$ cat src/rtl/uart_pkg.sv
// Shared UART definitions for the transmit and receive sides: frame state
// encoding, character width and default bit timing.
package uart_pkg;

    typedef enum logic [1:0] {
        IDLE  = 2'd0,
        START = 2'd1,
        DATA  = 2'd2,
        STOP  = 2'd3
    } tx_state_t;

    localparam int UART_DATA_BITS            = 8;
    localparam int UART_CLKS_PER_BIT_DEFAULT = 434;   // 50 MHz / 115200

    // Counter width for values 0..n-1, never narrower than one bit.
    function automatic int cnt_width(input int n);
        return (n > 2) ? $clog2(n) : 1;
    endfunction

endpackage

$ cat src/rtl/sync_fifo.sv
// Small single-clock FIFO. Full/empty come from the occupancy count, so the
// pointers simply wrap modulo DEPTH (DEPTH must be a power of two).
module sync_fifo #(
    parameter int WIDTH = 8,
    parameter int DEPTH = 4
) (
    input  logic                     clk,
    input  logic                     rst_n,
    input  logic                     push,
    input  logic [WIDTH-1:0]         wr_data,
    input  logic                     pop,
    output logic [WIDTH-1:0]         rd_data,
    output logic [$clog2(DEPTH):0]   count,
    output logic                     full,
    output logic                     empty
);

    localparam int AW = $clog2(DEPTH);
    localparam int CW = $clog2(DEPTH) + 1;

    logic [WIDTH-1:0] mem_q [DEPTH];
    logic [AW-1:0]    wr_ptr_q, wr_ptr_d;
    logic [AW-1:0]    rd_ptr_q, rd_ptr_d;
    logic [CW-1:0]    count_q, count_d;
    logic             do_push;
    logic             do_pop;

    assign full    = (count_q == CW'(DEPTH));
    assign empty   = (count_q == '0);
    assign do_push = push && !full;
    assign do_pop  = pop && !empty;

    // Head is read combinationally so the consumer can load it on the pop edge.
    assign rd_data = mem_q[rd_ptr_q];
    assign count   = count_q;

    always_ff @(posedge clk) begin
        if (do_push) begin
            mem_q[wr_ptr_q] <= wr_data;
        end
    end

    always_comb begin
        wr_ptr_d = wr_ptr_q;
        rd_ptr_d = rd_ptr_q;
        count_d  = count_q;
        if (do_push) begin
            wr_ptr_d = wr_ptr_q + AW'(1);
        end
        if (do_pop) begin
            rd_ptr_d = rd_ptr_q + AW'(1);
        end
        case ({do_push, do_pop})
            2'b10:   count_d = count_q + CW'(1);
            2'b01:   count_d = count_q - CW'(1);
            default: count_d = count_q;
        endcase
    end

    always_ff @(posedge clk or negedge rst_n) begin
        if (!rst_n) begin
            wr_ptr_q <= '0;
            rd_ptr_q <= '0;
            count_q  <= '0;
        end else begin
            wr_ptr_q <= wr_ptr_d;
            rd_ptr_q <= rd_ptr_d;
            count_q  <= count_d;
        end
    end

endmodule

$ cat src/rtl/uart_tx_fifo.sv
// 8N1 UART transmitter fed by a valid/ready byte FIFO. Frames are sent back
// to back: the next byte is popped on the last stop-bit cycle.
module uart_tx_fifo
    import uart_pkg::*;
#(
    parameter int CLKS_PER_BIT = UART_CLKS_PER_BIT_DEFAULT,
    parameter int FIFO_DEPTH   = 4,
    parameter int DATA_BITS    = UART_DATA_BITS
) (
    input  logic                         clk,
    input  logic                         rst_n,
    input  logic [DATA_BITS-1:0]         tx_data,
    input  logic                         tx_valid,
    output logic                         tx_ready,
    output logic                         uart_txd,
    output logic                         tx_busy,
    output logic [$clog2(FIFO_DEPTH):0]  fifo_count
);

    localparam int BAUD_W = cnt_width(CLKS_PER_BIT);
    localparam int BIT_W  = cnt_width(DATA_BITS);
    localparam logic [BAUD_W-1:0] BAUD_LAST = BAUD_W'(CLKS_PER_BIT - 1);
    localparam logic [BIT_W-1:0]  BIT_LAST  = BIT_W'(DATA_BITS - 1);

    tx_state_t              state_q, state_d;
    logic [BAUD_W-1:0]      baud_q, baud_d;
    logic [BIT_W-1:0]       bit_idx_q, bit_idx_d;
    logic [DATA_BITS-1:0]   shift_q, shift_d;
    logic                   txd_q, txd_d;

    logic                   fifo_push;
    logic                   fifo_pop;
    logic [DATA_BITS-1:0]   fifo_rd_data;
    logic                   fifo_full;
    logic                   fifo_empty;
    logic                   baud_last;

    // Ready depends only on the registered count; no path from tx_valid.
    assign tx_ready  = !fifo_full;
    assign fifo_push = tx_valid && tx_ready;

    sync_fifo #(
        .WIDTH (DATA_BITS),
        .DEPTH (FIFO_DEPTH)
    ) u_fifo (
        .clk     (clk),
        .rst_n   (rst_n),
        .push    (fifo_push),
        .wr_data (tx_data),
        .pop     (fifo_pop),
        .rd_data (fifo_rd_data),
        .count   (fifo_count),
        .full    (fifo_full),
        .empty   (fifo_empty)
    );

    assign baud_last = (baud_q == BAUD_LAST);

    always_ff @(posedge clk or negedge rst_n) begin
        if (!rst_n) begin
            state_q   <= IDLE;
            baud_q    <= '0;
            bit_idx_q <= '0;
            shift_q   <= '0;
            txd_q     <= 1'b1;
        end else begin
            state_q   <= state_d;
            baud_q    <= baud_d;
            bit_idx_q <= bit_idx_d;
            shift_q   <= shift_d;
            txd_q     <= txd_d;
        end
    end

    always_comb begin
        state_d   = state_q;
        baud_d    = baud_q;
        bit_idx_d = bit_idx_q;
        shift_d   = shift_q;
        fifo_pop  = 1'b0;
        case (state_q)
            IDLE: begin
                if (!fifo_empty) begin
                    fifo_pop = 1'b1;
                    shift_d  = fifo_rd_data;
                    baud_d   = '0;
                    state_d  = START;
                end
            end
            START: begin
                if (baud_last) begin
                    baud_d    = '0;
                    bit_idx_d = '0;
                    state_d   = DATA;
                end else begin
                    baud_d = baud_q + BAUD_W'(1);
                end
            end
            DATA: begin
                if (baud_last) begin
                    baud_d  = '0;
                    shift_d = shift_q >> 1;
                    if (bit_idx_q == BIT_LAST) begin
                        state_d = STOP;
                    end else begin
                        bit_idx_d = bit_idx_q + BIT_W'(1);
                    end
                end else begin
                    baud_d = baud_q + BAUD_W'(1);
                end
            end
            STOP: begin
                if (baud_last) begin
                    baud_d    = '0;
                    bit_idx_d = '0;
                    // Chain straight into the next start bit when data is waiting.
                    if (!fifo_empty) begin
                        fifo_pop = 1'b1;
                        shift_d  = fifo_rd_data;
                        state_d  = START;
                    end else begin
                        state_d = IDLE;
                    end
                end else begin
                    baud_d = baud_q + BAUD_W'(1);
                end
            end
            default: begin
                state_d = IDLE;
            end
        endcase
    end

    // Line level for the coming cycle is derived from the next state so the
    // pin itself is a plain flop.
    always_comb begin
        txd_d = 1'b1;
        case (state_d)
            START:   txd_d = 1'b0;
            DATA:    txd_d = shift_d[0];
            default: txd_d = 1'b1;
        endcase
    end

    assign uart_txd = txd_q;
    assign tx_busy  = (state_q != IDLE) || !fifo_empty;

endmodule

$ cat config.mk
export PLATFORM = sky130hd
export DESIGN_NAME = uart_tx_fifo
export DESIGN_NICKNAME = d
export VERILOG_FILES = /design/src/rtl/uart_pkg.sv /design/src/rtl/sync_fifo.sv /design/src/rtl/uart_tx_fifo.sv
export SDC_FILE = /design/constraint.sdc
export NUM_CORES = 1
export LEC_CHECK = 0
export ABC_AREA = 1
export ABC_CLOCK_PERIOD_IN_PS = 3000
export CORE_ASPECT_RATIO = 1.4
export CORE_MARGIN = 3
export CORE_UTILIZATION = 45
export CTS_BUF_LIST = sky130_fd_sc_hd__clkbuf_2 sky130_fd_sc_hd__clkbuf_4 sky130_fd_sc_hd__clkbuf_8
export DETAILED_ROUTE_END_ITERATION = 8
export PLACE_DENSITY = 0.74
export SETUP_SLACK_MARGIN = 0.02
export SYNTH_ARGS = -nofsm -noshare
export SYNTH_HDL_FRONTEND = slang
export SYNTH_SLANG_ARGS = --single-unit
$ cat constraint.sdc
create_clock -name clk -period 3 [get_ports clk]
set_clock_uncertainty 0.2 [all_clocks]
set_input_delay 0.6 -clock clk [delete_from_list [all_inputs] [get_ports clk]]
set_output_delay 0.6 -clock clk [all_outputs]
set_load 0.1 [all_outputs]
==> summary.txt, run 1 <==
drt drc: 0
DP Worst Slack: 390 ps
Mapped Area: 0.00310 mm²
Post-synth ARST share: 0.484
Tcrit/Tclk final: 0.928
crit path launch type: register
Root Buffer: clkbuf_8
CTS Hold Buffers Added: 0
Synth Register Bits: 62
Synth top area share: 0.310
I/O pin count: 17
Cell Rows: 35
hold_sp: shift_q[0]$_DFF_PN0_
largest cells by area after synthesis: edfxtp_1 31%, dfrtp_1 23%, nand2_1 9.7%
first-pass GRT wire length: 10.1 mm
WP data required: 2200 ps
EDFF count, synth: 32
vias per cell: 4.93
Lkg Pwr: 1.63 nW
Max Cap Viol: 0
Die X: 76.2 µm
Multi-input gate area: 0.00122 mm²
Syn Area/Cell: 9.37 µm²
Fin. Hold Viols: 0
Routed Antenna Nets: 0
CTS sink cnt: 62
vias: 2255
Worst Reg-to-Reg Cells: 14
setup_tns: 0 ps
status: finished clean
Max Slew Vio Count: 0
Slew @ Worst Pin: 513 ps
clk_lat worst skew: 330 ps
fillers: 622
top_reg_cell synth: edfxtp_1
PortBufs: 16
Worst-path clk slew: 80 ps
GRT overflow: 0
post-CTS resize count: 0
reg2reg setup slack: 370 ps
area leader, netlist: edfxtp_1
Tot GR Track Use: 0.159
Crit path arrival time: 1980 ps
largest net degree at the start of global routing: 31
layout cells sized above 1: 0.123
dpl hpwl: 4.10 mm
Net Switching: 0.824 mW
Reg area: 0.00172 mm²
DR pass1 iterations: 4
vias in the first global route: 2281
Clock Power Share: 0.337
Die Y: 104 µm
Hold EP: shift_q[0]$_DFF_PN0_
nets@finish: 386
most common cell in the netlist: nand2_1
Initial Util: 0.466
postcts setup bufs: 0
Tmin final: 2780 ps
routability congestion estimate: 0.839
Synth Warn #: 0
die area: 0.00794 mm²
Hold Crit Class: register to register
Max clock buf depth: 2
FF-to-FF Start: baud_q[1]$_DFFE_PN0P_
r2r endpoint: u_fifo.count[2]$_DFFE_PN0P_
RSZ-0062 raised after global routing: false
Comb power frac: 0.229
Final Core Density: 0.546
FMAX: 0.359 GHz
CTS tree: built
worst hold stages: 2
Num CTS Buffers: 9
layout overhead on the synthesized area: 17.2%
routed wire length: 5.69 mm
worst relative slew slack: 0.658
Distinct cells, synth: 28
sequential area share after synthesis: 0.552
endpoints failing setup: 0
PwrDens: 682 mW/mm²
Internal Power: 1.66 mW
critical path launch point: state_q[1]$_DFF_PN0_
CP Capture Type: output pin
initial antenna violation count: 0
final worst slack: 217 ps
# diodes: 0
maximum vdd ir drop: 625 µV
synth cell count leaders: 80 x nand2_1, 39 x nor2_1, 38 x inv_1
total power: 2.48 mW
Sw Ratio: 0.332
Net Count, Synth: 357
CP Class: register to output pin
Flop pwr share: 0.434
Post-Synthesis Cells: 331
Core Region: 0.00666 mm²
Avg WL per Cell: 12.4 µm
First DRT Iteration DRCs: 94
CTS H-tree depth: 3
CP max FO: 7
[cell usage in the layout, fill, tap and decap left out, types with 5 or more instances in the layout]
master / instances
nand2_1: 79
nor2_1: 39
inv_1: 38
edfxtp_1: 32
dfrtp_1: 26
nand3_1: 23
o21ai_0: 22
ha_1: 14
buf_4: 12
clkdlybuf4s50_1: 10
a21oi_1: 9
clkbuf_8: 9
xor2_1: 6
o22ai_1: 5
o211ai_1: 5
[sequential cells by signal (all words and copies together) (netlist names)]
signal / cells
u_fifo.mem_q: 32
baud_q: 9
shift_q: 8
bit_idx_q: 3
u_fifo.count: 3
state_q: 2
u_fifo.rd_ptr_q: 2
u_fifo.wr_ptr_q: 2
uart_txd: 1
[power groups by stage]
stage / registers (mW) / logic, mW / clock network [mW]
3_3_place_gp: 1.09 / 0.567 / 0
2_1_floorplan: 1.24 / 0.257 / 0
4_1_cts: 1.08 / 0.579 / 0.848
5_1_grt: 1.09 / 0.620 / 0.891
6_report: 1.08 / 0.568 / 0.835
3_5_place_dp: 1.10 / 0.577 / 0
[stage by stage]
step	cells	area, µm²	hold WS (ps)
CTS	457	3630	302
detailed placement	441	3410	284
finish	457	3630	297
floorplan	331	3110	104
global route	457	3630	317
global placement	441	3410	269
[layout make-up]
cell class                 instances  share of cell area
tap                               92              0.0317
sequential                        62               0.472
timing repair buffer              23              0.0578
multi-input combinational        226               0.336
clock buffer                       9              0.0341
clock inverter                     7              0.0286
inverter                          38              0.0392
[worst max-delay path by stage]
stage	cells past startpoint	slack, ps	end
after floorplan	9	140	u_fifo.count[2]$_DFFE_PN0P_
after global placement	14	440	u_fifo.count[2]$_DFFE_PN0P_
after detailed placement	14	390	u_fifo.count[2]$_DFFE_PN0P_
after CTS	6	210	tx_busy
after global routing	6	90	tx_busy
final	6	220	tx_busy
[routing by layer]
metal	wire length [µm]	up-vias	part of all wire	GRT usage
met5	0	-	0	0
met4	96	0	0.017	0.0609
met3	188	9	0.033	0.0399
met2	3040	42	0.53	0.291
met1	2360	1051	0.41	0.176
li1	-	1153	-	-
[cell families (layout without fill, tap and decap cells)]
| logic type | count (synthesis) | after routing | share of synthesized area |
|---|---|---|---|
| flops | 62 | 62 | 0.552 |
| fa+ha+maj | 15 | 15 | 0.0630 |
| compound gates | 45 | 45 | 0.0864 |
| simple gates | 157 | 157 | 0.219 |
| buf+inv | 43 | 77 | 0.0541 |
| xor+xnor | 9 | 9 | 0.0254 |
[critical path, cell delays in order, from the launching register on]
cell	delay (ps)
dfrtp_1	410
inv_1	210
ha_1	190
inv_1	110
nor2_1	280
inv_1	220
buf_12	220
Power figures use the tool's default switching activity.
==> inputs of run 2 (changes only) <==
--- a/config.mk
+++ b/config.mk
@@ -7,10 +7,10 @@
 export LEC_CHECK = 0
 export ABC_AREA = 1
 export ABC_CLOCK_PERIOD_IN_PS = 3000
-export CORE_ASPECT_RATIO = 1.4
 export CORE_MARGIN = 3
 export CORE_UTILIZATION = 45
 export CTS_BUF_LIST = sky130_fd_sc_hd__clkbuf_2 sky130_fd_sc_hd__clkbuf_4 sky130_fd_sc_hd__clkbuf_8
+export CTS_CLUSTER_DIAMETER = 40
 export DETAILED_ROUTE_END_ITERATION = 8
 export PLACE_DENSITY = 0.74
 export SETUP_SLACK_MARGIN = 0.02
==> run 2 against run 1 <==
  * Power decreased by 3.5%
  * Combinational power increased by 2%
  * Critical endpoint unchanged
  * Design area decreased by 1.3%
  * Wire length increased by 6.5%
  * Global-route usage increased by 1.6 points
  * Fmax increased by 0.71%
==> summary.txt, run 2 (same netlist as run 1, synthesis figures left out) <==
RSZ-0062 raised after global routing: false
Worst-path clk slew: 70 ps (about the same)
max FFs per register: 32 (unchanged)
Placed Cells: 426 (-3.4%)
crit-path cells: inv_1, ha_1, inv_1, nor2_1, inv_1, buf_12
Die Y: 89.0 µm (-15%)
die area: 0.00792 mm² (-0.18%)
Initial Util: 0.477 (+0.0116)
clk_lat worst skew: 350 ps (+20 ps)
PortBufs: 16 (unchanged)
Multi-input gate area: 0.00122 mm² (unchanged)
largest net degree at the start of global routing: 31 (unchanged)
Die X: 89.0 µm (+17%)
GRT overflow: 0 (unchanged)
Routed Antenna Nets: 0 (unchanged)
Lkg Pwr: 1.61 nW (-1.4%)
dpl hpwl: 4.19 mm (+2.2%)
Largest Register: u_fifo.mem_q
# diodes: 0 (unchanged)
nets@finish: 386 (unchanged)
First DRT Iteration DRCs: 108 (+15%)
vias: 2311 (+2.5%)
Core Region: 0.00649 mm² (-2.4%)
initial antenna violation count: 0 (unchanged)
FMAX: 0.362 GHz (+0.71%)
crit path launch type: register
biggest regs: u_fifo.mem_q (32), baud_q (9), shift_q (8)
CP bufs+invs: 4 (unchanged)
non-filler cells in the finished layout: 442 (-3.3%)
Max clock buf depth: 2 (unchanged)
layout overhead on the synthesized area: 15.7%
routability congestion estimate: 0.903 (+7.7%)
I/O pin count: 17 (unchanged)
Finished Cell Area: 0.00359 mm² (-1.3%)
final worst slack: 237 ps (+19.6 ps)
CP most frequent cell: inv_1
worst relative slew slack: 0.614 (-0.0439)
DP Worst Slack: 340 ps (-50.2 ps)
first-pass GRT wire length: 10.5 mm (+3.9%)
CP delay by family, top: buffers and inverters
layout cells sized above 1: 0.123 (unchanged)
Tot GR Track Use: 0.176 (+0.0164)
postcts setup bufs: 0 (unchanged)
PwrDens: 667 mW/mm² (-2.2%)
DR pass1 iterations: 4 (unchanged)
setup_tns: 0 ps (unchanged)
Max Cap Viol: 0 (unchanged)
Final Core Density: 0.552 (+0.00625)
vias per cell: 5.23 (+6.0%)
CTS tree: built
Root Buffer: clkbuf_8
Slew @ Worst Pin: 579 ps (+65.9 ps)
most common cell after layout, fill and taps aside: nand2_1
CTS H-tree depth: 3 (unchanged)
status: finished clean
Fin. Hold Viols: 0 (unchanged)
Tcrit/Tclk final: 0.921 (-0.00652)
fillers: 544 (-13%)
CP max-delay cell: dfrtp_1
CP max FO: 7 (unchanged)
drt drc: 0 (unchanged)
CP Class: register to output pin
Crit path arrival time: 1960 ps (-20 ps)
final hold slack: 286 ps (-11.5 ps)
Hold Crit Class: register to register
post-CTS resize count: 0 (unchanged)
Avg WL per Cell: 13.7 µm (+10%)
CP Capture Type: output pin
Cell Rows: 29 (-17%)
vias in the first global route: 2248 (-1.4%)
routed wire length: 6.06 mm (+6.5%)
CP max stage delay: 410 ps (about the same)
maximum vdd ir drop: 420 µV (-33%)
Tmin final: 2760 ps (-19.6 ps)
CTS Hold Buffers Added: 0 (unchanged)
WP data required: 2200 ps (about the same)
CTS sink cnt: 62 (unchanged)
most frequent cells in the layout: 79 x nand2_1, 39 x nor2_1, 38 x inv_1
dpl cell area: 0.00339 mm² (-0.55%)
Max Slew Vio Count: 0 (unchanged)
total power: 2.39 mW (-3.5%)
endpoints failing setup: 0 (unchanged)
Num CTS Buffers: 9 (unchanged)
Reg area: 0.00172 mm² (unchanged)
==> run 2: layout make-up <==
class / instances / share of cell area
Inverter: 38 / 0.0398
Tap cell: 77 / 0.0269
Multi-Input combinational cell: 226 / 0.341
Timing Repair Buffer: 23 / 0.0586
Clock inverter: 7 / 0.0209
Sequential cell: 62 / 0.479
Clock buffer: 9 / 0.0345
==> run 2: path summary, 6_finish.rpt <==
kind | from | endpoint | slack (ps) | cells after the start
min in group asynchronous | rst_n | shift_q[1]$_DFFE_PN0P_ | 440 | 2
setup / recovery | state_q[1]$_DFF_PN0_ | tx_busy | 240 | 6
setup reg to reg | baud_q[1]$_DFFE_PN0P_ | u_fifo.count[2]$_DFFE_PN0P_ | 340 | 14
max in group asynchronous | rst_n | uart_txd$_DFF_PN1_ | 1850 | 2
hold / removal | shift_q[0]$_DFF_PN0_ | shift_q[0]$_DFF_PN0_ | 290 | 2
hold reg to reg | shift_q[0]$_DFF_PN0_ | shift_q[0]$_DFF_PN0_ | 290 | 2
==> run 2: metal layers <==
layer,up-vias,global-route usage,routed length (µm)
met4,0,0.0677,72
met5,-,0,0
met2,56,0.287,2960
met1,1101,0.223,2710
met3,7,0.0488,316
li1,1147,-,-
==> run 2: tightest hold or removal path: cells and delay by family, from the launching register on <==
kind / cells / cell delay, ps
AO/OA/AOI/OAI: 1 / 70
flip-flops: 1 / 330
AND/OR/NAND/NOR: 1 / 60
==> run 2: where the power goes <==
| part | switching (mW) | leakage [nW] | total (mW) | internal (mW) |
|---|---|---|---|---|
| clock network | 0.352 | 0.0914 | 0.735 | 0.384 |
| registers | 0.0476 | 0.655 | 1.08 | 1.03 |
| logic | 0.431 | 0.859 | 0.581 | 0.150 |
